[config.mk]
export PLATFORM = sky130hd
export DESIGN_NAME = ps2_rx_queue
export DESIGN_NICKNAME = d
export VERILOG_FILES = /design/src/rtl/ps2_pkg.sv /design/src/rtl/ps2_clk_filter.sv /design/src/rtl/ps2_rx_queue.sv
export SDC_FILE = /design/constraint.sdc
export NUM_CORES = 1
export LEC_CHECK = 0
export CAP_MARGIN = 20
export CORE_MARGIN = 2
export CORE_UTILIZATION = 50
export CTS_CLUSTER_DIAMETER = 100
export DETAILED_ROUTE_END_ITERATION = 10
export PLACE_DENSITY = 0.73
export SYNTH_ARGS = -nofsm -noshare
export SYNTH_HDL_FRONTEND = slang
export SYNTH_SLANG_ARGS = --single-unit
[constraint.sdc]
create_clock -name clk -period 2.94 [get_ports clk]
set_input_delay 0.441 -clock clk [delete_from_list [all_inputs] [get_ports clk]]
set_output_delay 0.441 -clock clk [all_outputs]
set_load 0.02 [all_outputs]
[src/rtl/ps2_pkg.sv]
// ps2_pkg: shared types and constants for the PS/2 receive queue.
// Contents: frame state enum, scan-code prefix bytes, FIFO entry width.
package ps2_pkg;
    typedef enum logic [1:0] {IDLE, DATA, PARITY, STOP} ps2_state_t;
    localparam logic [7:0] PS2_PFX_EXT = 8'hE0;
    localparam logic [7:0] PS2_PFX_BRK = 8'hF0;
    localparam int PS2_ENTRY_W = 10;
endpackage

[src/rtl/ps2_clk_filter.sv]
// ps2_clk_filter: synchronises the PS/2 pins and deglitches the PS/2 clock.
// Ports: clk/clrn system clock and async active-low reset; ps2_clk/ps2_data raw pins;
//        filt_clk filtered clock (resets to 1); sample one-cycle pulse on filtered 1->0;
//        data_sync synchronised data pin, valid to capture while sample is high.
module ps2_clk_filter #(
    parameter int FILTER_LEN = 4
) (
    input  logic clk,
    input  logic clrn,
    input  logic ps2_clk,
    input  logic ps2_data,
    output logic filt_clk,
    output logic sample,
    output logic data_sync
);
    logic [1:0] clk_sync;
    logic [1:0] dat_sync;
    logic [3:0] cnt;
    logic       flip;
    // cnt tracks how many consecutive samples disagreed with filt_clk
    assign flip      = (clk_sync[1] != filt_clk) && (cnt == 4'(FILTER_LEN - 1));
    assign data_sync = dat_sync[1];
    always_ff @(posedge clk or negedge clrn) begin
        if (!clrn) begin
            clk_sync <= 2'b11;
            dat_sync <= 2'b11;
            cnt      <= '0;
            filt_clk <= 1'b1;
            sample   <= 1'b0;
        end else begin
            clk_sync <= {clk_sync[0], ps2_clk};
            dat_sync <= {dat_sync[0], ps2_data};
            cnt      <= (clk_sync[1] == filt_clk || flip) ? '0 : cnt + 4'd1;
            filt_clk <= flip ? clk_sync[1] : filt_clk;
            sample   <= flip && filt_clk;
        end
    end
endmodule

[src/rtl/ps2_rx_queue.sv]
// ps2_rx_queue: PS/2 device-to-host receiver with error flags and an FWFT byte queue.
// Ports: clk, clrn (async active-low reset), ps2_clk/ps2_data raw pins, rdn active-low pop;
//        data head entry {ext, brk, code}, ready FIFO non-empty, overflow/parity_err/frame_err
//        sticky flags cleared by an accepted pop, count FIFO fill level.
// Build option: define PS2_EXT_DECODE_EN to fold E0/F0 prefixes into the ext/brk bits.
module ps2_rx_queue
    import ps2_pkg::*;
#(
    parameter int FIFO_DEPTH  = 16,
    parameter int FILTER_LEN  = 4,
    parameter int TIMEOUT_CYC = 200000
) (
    input  logic                         clk,
    input  logic                         clrn,
    input  logic                         ps2_clk,
    input  logic                         ps2_data,
    input  logic                         rdn,
    output logic [PS2_ENTRY_W-1:0]       data,
    output logic                         ready,
    output logic                         overflow,
    output logic                         parity_err,
    output logic                         frame_err,
    output logic [$clog2(FIFO_DEPTH):0]  count
);
    localparam int AW = $clog2(FIFO_DEPTH);
    localparam int TW = $clog2(TIMEOUT_CYC + 1);

    logic                   sample;
    logic                   data_sync;
    ps2_state_t             state;
    logic [2:0]             bit_cnt;
    logic [7:0]             shreg;
    logic                   par;
    logic [TW-1:0]          to_cnt;
    logic                   at_stop, good, perr, ferr, tout;
    logic                   want_push, pop, accept;
    logic [PS2_ENTRY_W-1:0] entry;
    logic [PS2_ENTRY_W-1:0] mem [FIFO_DEPTH];
    logic [AW-1:0]          wr_ptr, rd_ptr;

    ps2_clk_filter #(.FILTER_LEN(FILTER_LEN)) u_filter (
        .clk       (clk),
        .clrn      (clrn),
        .ps2_clk   (ps2_clk),
        .ps2_data  (ps2_data),
        .filt_clk  (),
        .sample    (sample),
        .data_sync (data_sync)
    );

    // a sample in the same cycle as the limit counts as activity, not a timeout
    assign tout    = (state != IDLE) && !sample && (to_cnt == TW'(TIMEOUT_CYC));
    assign at_stop = sample && (state == STOP);
    assign good    = at_stop && data_sync && (^{shreg, par});
    assign perr    = at_stop && data_sync && !(^{shreg, par});
    assign ferr    = (at_stop && !data_sync) || (sample && state == IDLE && data_sync) || tout;

    always_ff @(posedge clk or negedge clrn) begin
        if (!clrn) begin
            state   <= IDLE;
            bit_cnt <= '0;
            shreg   <= '0;
            par     <= 1'b0;
            to_cnt  <= '0;
        end else if (sample) begin
            to_cnt <= '0;
            case (state)
                IDLE: begin
                    state   <= data_sync ? IDLE : DATA;
                    bit_cnt <= '0;
                end
                DATA: begin
                    shreg   <= {data_sync, shreg[7:1]};
                    bit_cnt <= bit_cnt + 3'd1;
                    state   <= (bit_cnt == 3'd7) ? PARITY : DATA;
                end
                PARITY: begin
                    par   <= data_sync;
                    state <= STOP;
                end
                default: state <= IDLE;
            endcase
        end else if (tout) begin
            state  <= IDLE;
            to_cnt <= '0;
            shreg  <= '0;
        end else if (state != IDLE) begin
            to_cnt <= to_cnt + TW'(1);
        end
    end

`ifdef PS2_EXT_DECODE_EN
    logic pend_ext, pend_brk, is_ext, is_brk;
    assign is_ext    = (shreg == PS2_PFX_EXT);
    assign is_brk    = (shreg == PS2_PFX_BRK);
    assign want_push = good && !is_ext && !is_brk;
    assign entry     = {pend_ext, pend_brk, shreg};
    always_ff @(posedge clk or negedge clrn) begin
        if (!clrn) begin
            pend_ext <= 1'b0;
            pend_brk <= 1'b0;
        end else if (perr || ferr) begin
            pend_ext <= 1'b0;
            pend_brk <= 1'b0;
        end else if (good) begin
            // a prefix only sets its own flag; a key byte consumes both
            pend_ext <= is_ext ? 1'b1 : (is_brk ? pend_ext : 1'b0);
            pend_brk <= is_brk ? 1'b1 : (is_ext ? pend_brk : 1'b0);
        end
    end
`else
    assign want_push = good;
    assign entry     = {2'b00, shreg};
`endif

    assign ready  = (count != '0);
    assign data   = ready ? mem[rd_ptr] : '0;
    assign pop    = !rdn && ready;
    // a pop in the same cycle frees the slot the push needs
    assign accept = want_push && ((count != (AW+1)'(FIFO_DEPTH)) || pop);

    always_ff @(posedge clk) begin
        if (accept) mem[wr_ptr] <= entry;
    end

    always_ff @(posedge clk or negedge clrn) begin
        if (!clrn) begin
            wr_ptr     <= '0;
            rd_ptr     <= '0;
            count      <= '0;
            overflow   <= 1'b0;
            parity_err <= 1'b0;
            frame_err  <= 1'b0;
        end else begin
            wr_ptr     <= wr_ptr + AW'(accept);
            rd_ptr     <= rd_ptr + AW'(pop);
            count      <= count + (AW+1)'(accept) - (AW+1)'(pop);
            overflow   <= (want_push && !accept) || (overflow && !pop);
            parity_err <= perr || (parity_err && !pop);
            frame_err  <= ferr || (frame_err && !pop);
        end
    end
endmodule

==> results.py <==
metrics = {
    "grt": {
        "busiest_layer": "met2",
        "grt_pass1_wl_um": 25140,
        "use_met3_pct": 5.198,
        "overflow": 0,
        "grt_util_met1_pct": 28.83,
        "use_met2_pct": 32.28,
        "grt_start_max_net_pins": 34,
        "grt_usage_pct": 20.61,
        "grt_pass1_vias": 4614,
        "antenna_found_initial": 0,
    },
    "clocking": {
        "clkTransAtPathRegs_ps": 70,
        "cts_hold_buf": 0,
        "cts-root-buf": "clkbuf_16",
        "numCtsBuffers": 17,
        "clock_latency_ps": 430,
        "cts.path.max_buffers": 2,
        "tritoncts": "yes",
        "cts.sink_count": 186,
        "htreeDepth": 4,
    },
    "synthesis": {
        "synth-seq-cells": 186,
        "synthDistinctLibCells": 48,
        "synth_area_mm2": 0.007809,
        "syn_inst": 502,
        "synth_async_sr_flop_share_pct": 31.18,
        "yosysSeqAreaShare_pct": 67.89,
        "synth_top_flop_cell": "edfxtp_1",
        "syn_area_per_cell_um2": 15.56,
        "synth_edf_count": 128,
        "yosysWarnings": 0,
    },
    "floorplanning": {
        "rows": 45,
        "design.core.area_mm2": 0.01526,
        "die_y_um": 129.0,
        "io_pins": 24,
        "die_area_mm2": 0.01663,
        "start_util_pct": 51.18,
        "die_x_um": 129.0,
    },
    "pwr": {
        "p_per_area_mw_per_mm2": 747.4,
        "ir_worst_vdd_v": 0.0007179,
        "p_leak_nw": 3.398,
    },
    "critical_path": {
        "cp_cell_sequence": "buf_12 -> mux4_2 -> a22oi_1 -> a21oi_1 -> dlygate4sd2_1",
        "crit_fanout": 16,
        "cp-start-kind": "flop",
        "cp_slowest_stage_delay_ps": 520,
        "crit_required_ps": 2500,
        "cp-end-kind": "output pin",
        "critPathArrivalTime_ps": 2360,
        "crit_type": "flop to output pin",
        "slowest_stage": "mux4_2",
    },
    "placement": {
        "dp_cells": 750,
        "portBuffers": 21,
        "gp_congestion": 0.7819,
        "place_worst_setup_slack_ps": 143.4,
        "dpl_cell_area_mm2": 0.008501,
        "hpwl_um": 10010,
    },
    "route": {
        "drt_iter0_drc": 347,
        "drc": 0,
        "vias_per_cell": 5.688,
        "via_count": 4454,
        "wirelength_um": 15620,
        "dr.pass1.iters": 4,
        "wl_per_cell_um": 19.95,
        "detail-route-antenna-nets": 0,
    },
    "finish": {
        "register_area_mm2": 0.005308,
        "nets": 580,
        "drive_gt1_share_pct": 21.33,
        "n_antenna_cell": 0,
        "multi_input_area_mm2": 0.002344,
        "num-fill-cells": 1131,
        "final_cell_mix": "edfxtp_1, dfrtp_1, buf_4",
        "design_area_mm2": 0.009107,
        "syn_to_final_growth_pct": 16.63,
        "mostFrequentLayoutCell": "edfxtp_1",
        "final_cells": 783,
    },
    "timing": {
        "slew_violations": 0,
        "relSlewSlack_pct": 57.61,
        "fmax_ghz": 0.3571,
        "rsz0062_at_grt": "yes",
        "fin_ws_ps": 139.8,
        "finalClockSkew_ps": 11.02,
        "finalCritPeriodShare_pct": 95.25,
        "setup-tns-final_ps": 0,
        "timing.hold.ws_ps": 12.71,
        "setup_violations": 0,
        "hold_violations": 0,
        "tightest_slew_ps": 631.1,
        "fin_crit_ps": 2800,
    },
    "worst_hold_path": {
        "hp-class": "input pin to async pin",
    },
    "run": {
        "cap_viol_max_count": 0,
    },
    "status": {
        "status": "completed",
    },
}
-- final timing paths --
check | start | end | slack (ps) | cells past startpoint
min in group clk | u_filter.dat_sync[0]$_DFF_PN1_ | u_filter.dat_sync[1]$_DFF_PN1_ | 350 | 0
hold reg to reg | u_filter.dat_sync[0]$_DFF_PN1_ | u_filter.dat_sync[1]$_DFF_PN1_ | 350 | 0
hold / removal | clrn | to_cnt[7]$_DFFE_PN0P_ | 10 | 1
setup reg to reg | shreg[4]$_DFFE_PN0P_ | count[4]$_DFF_PN0_ | 200 | 13
setup / recovery | rd_ptr[0]$_DFF_PN0_ | data[6] | 140 | 5
max in group asynchronous | clrn | u_filter.dat_sync[0]$_DFF_PN1_ | 2220 | 2
-- sequential cells by signal (all words and copies together), names as in the netlist, 2 cells and up --
signal / flops
bit_cnt: 3
count: 5
mem: 128
rd_ptr: 4
shreg: 8
state: 2
to_cnt: 18
u_filter.clk_sync: 2
u_filter.cnt: 4
u_filter.dat_sync: 2
wr_ptr: 4
-- repair_timing --
action | in CTS | in global routing
setup buffers | 1 | 0
hold endpoints to repair | 0 | 0
pin swaps | 0 | 2
endpoints found under the setup margin | 8 | 1
resized for setup | 8 | 2
-- per-stage QoR --
step                power, mW  utilization [%]
finish                  6.807            59.69
global route            7.114            59.69
CTS                     6.874            59.62
detailed placement      4.586            55.71
global placement        4.539            55.71
floorplan               4.053                -
-- critical path: cells and delay by family, from the launching register on --
kind | cells | cell delay, ps
DFF | 1 | 460
muxes | 1 | 520
buffers and inverters | 2 | 550
AOI/OAI and AO/OA | 2 | 380
-- cells by family (layout without fill, tap and decap cells) --
kind of cell | count (synthesis) | count (layout) | share of synthesized area [%]
and+or+nand+nor | 129 | 129 | 9.037
DFF | 186 | 186 | 67.89
muxes | 35 | 35 | 9.662
xor gates and xnor gates | 28 | 28 | 3.317
buffers and inverters | 43 | 112 | 2.275
AOI/OAI and AO/OA | 64 | 64 | 5.111
adders and majority gates | 16 | 16 | 2.660
other | 1 | 2 | 0.04802
-- synthesized netlist by cell type (8+ instances only) --
cell type | instances | share of area [%]
xnor2_1 | 15 | 1.7
ha_1 | 15 | 2.4
o21ai_0 | 16 | 1.0
a21oi_1 | 17 | 1.1
xor2_1 | 12 | 1.3
nand4_1 | 8 | 0.64
inv_1 | 22 | 1.1
mux4_2 | 32 | 9.2
nand2_1 | 26 | 1.2
a22oi_1 | 16 | 1.5
dfrtp_1 | 53 | 17
nand3_1 | 14 | 0.90
edfxtp_1 | 128 | 49
nor4_1 | 19 | 1.5
nor2_1 | 22 | 1.1
clkbuf_1 | 9 | 0.43
-- power by group --
| group | leakage, nW | switching (mW) | internal, mW |
|---|---|---|---|
| logic | 1.10 | 0.770 | 0.645 |
| clock network | 0.283 | 0.963 | 1.34 |
| registers | 2.02 | 0.178 | 2.91 |
-- per-layer routing --
layer  wire, um  vias to the layer above
met5          0                        -
met3        837                       19
met2       7785                      141
met1       6804                     2250
li1           -                     2044
met4        192                        0
-- layout make-up --
| type | count | share of cell area [%] |
|---|---|---|
| sequential | 186 | 58.28 |
| timing repair buffer | 58 | 5.605 |
| tap | 211 | 2.899 |
| multi-input combinational | 274 | 25.73 |
| clock buffer | 18 | 4.712 |
| inverter | 22 | 0.9067 |
| clock inverter | 14 | 1.868 |
Power figures use the tool's default switching activity.
==> RTL edit: new RTL, config.mk and constraints unchanged <==
The option `PS2_EXT_DECODE_EN` is turned on by a define.
--- a/src/rtl/ps2_rx_queue.sv
+++ b/src/rtl/ps2_rx_queue.sv
@@ -3,6 +3,8 @@
 //        data head entry {ext, brk, code}, ready FIFO non-empty, overflow/parity_err/frame_err
 //        sticky flags cleared by an accepted pop, count FIFO fill level.
 // Build option: define PS2_EXT_DECODE_EN to fold E0/F0 prefixes into the ext/brk bits.
+`define PS2_EXT_DECODE_EN
+
 module ps2_rx_queue
     import ps2_pkg::*;
 #(
Function: same outputs for any inputs over 10 cycles, from zero or initial values; that may be too few to reach the edited logic, so the function may still have changed.
==> RTL edit against the unedited design <==
- the run now ends with setup timing left
- power is 20% higher
- utilization is 0.71 points higher
- wire length is 22% higher
- count of clock-buffer cells in the layout is 11 higher
- register-to-register slack worse by 0.03 ns
- cell area is 19% higher
- maximum frequency is 5.7% lower
- worst setup slack worse by 0.17 ns
- first-iteration DRC count is 25% higher
- synthesized area is 17% higher
- via count is 12% higher
- sequential cell count is 34 higher
==> RTL edit: results (changes against the unedited design) <==
- The worst reg-to-reg setup slack is 0.17 ns (-0.03 ns).
- The met2 routing resource usage after global routing came to 33.3% (+1.0 points).
- The distinct cell type count of the synthesized netlist is 51 (+6.3%).
- The buffer depth of the longest clock path came to 3 (+1).
- The global placer's final weighted congestion is 0.805 (+3.0%).
- The final HPWL from detailed placement was 11500 um (+15%).
- The via count normalized by instance count is 5.73 (+0.78%).
- The setup slack at placement is 0.100 ns (-0.0433 ns).
- The count of final setup violators is 6 (+6).
- The relative slew slack was 48.7% (-8.9 points).
- The number of optimization iterations in the first detailed-route pass is 7 (+3).
- The worst-skew pair later-pin latency is 0.51 ns (+0.08 ns).
- The total CTS buffers is 23 (+6).
- The number of enable flip-flop cells after synthesis is 160 (+25%).
- The via count of the first global-routing pass is 5200 (+13%).
- The largest registers in the layout are mem x160, to_cnt x18, shreg x8.
- The run finished, with violations left.
- The fraction of layout cells with a size suffix above 1 is 28.5% (+7.2 points).
- The final reports fail on setup timing.
- The per-cell routed wire length is 21.9 um (+9.6%).
- After synthesis, the cell types taking the most area are sky130_fd_sc_hd__edfxtp_1, sky130_fd_sc_hd__dfrtp_1, sky130_fd_sc_hd__mux4_2.
- The post-layout net count was 643 (+11%).
- The count of buffers from port buffering was 23 (+9.5%).
- The total negative setup slack was -0.120 ns (-0.120 ns).
- The violation count after the first detailed-routing iteration is 433 (+25%).
- The met1 capacity usage during global routing is 28.6% (-0.27 points).
- The synthesized instance count is 544 (+8.4%).
- The met3 capacity usage during global routing is 3.59% (-1.6 points).
- The worst setup slack after layout is -0.0302 ns (-0.170 ns).
- The global-route wire length before repair is 30200 um (+20%).
- The count of fill cells added during filler insertion was 1295 (+15%).
- The post-route non-filler standard cell count was 868 (+11%).
RTL edit: cells by family after synthesis:
kind of cell / synth area share [%]
buffers and inverters: 1.89
AO/OA/AOI/OAI: 1.86
multiplexers: 13.6
flip-flops: 69.2
AND/OR/NAND/NOR: 8.02
adder cells (fa/ha/maj): 2.28
XOR/XNOR: 3.21
RTL edit: worst max path at each step:
stage	slack, ns	cells past startpoint	startpoint	end
2_1_floorplan	0.02	14	shreg[3]	count[4]
3_3_place_gp	0.13	5	rd_ptr[0]	data[9]
3_5_place_dp	0.10	5	rd_ptr[0]	data[9]
4_1_cts	-0.07	7	rd_ptr[0]	data[4]
5_1_grt	-0.08	6	rd_ptr[0]	data[9]
6_report	-0.03	6	rd_ptr[0]	data[9]
RTL edit: what timing repair did:
action | in CTS | in global routing
buffers inserted | 4 | 1
pin swaps | 2 | 9
hold endpoints to repair | 0 | 0
gates cloned | 3 | 0
gates resized for setup | 63 | 19
endpoints found under the setup margin | 11 | 11
RTL edit: through the flow:
step / power, W / area (um^2) / util (%)
after floorplan: 0.00466 / 9130 / -
after global placement: 0.00513 / 9940 / 55.3
after detailed placement: 0.00518 / 9940 / 55.3
after CTS: 0.00824 / 10800 / 60.3
after global routing: 0.00848 / 10800 / 60.4
final: 0.00814 / 10800 / 60.4
RTL edit: report_power, final:
| part | switching, W | internal (W) | total [W] |
|---|---|---|---|
| registers | 0.000173 | 0.00343 | 0.00361 |
| clock network | 0.00117 | 0.00166 | 0.00282 |
| logic | 0.000823 | 0.000886 | 0.00171 |
| total | 0.00216 | 0.00598 | 0.00814 |
RTL edit: final cells by class:
class / instances / share of cell area (%)
inverter: 21 / 0.761
sequential: 220 / 58.2
tap: 229 / 2.64
multi-input combinational: 283 / 24.7
clock buffer: 29 / 5.99
clock inverter: 13 / 0.900
timing repair buffer: 73 / 6.78
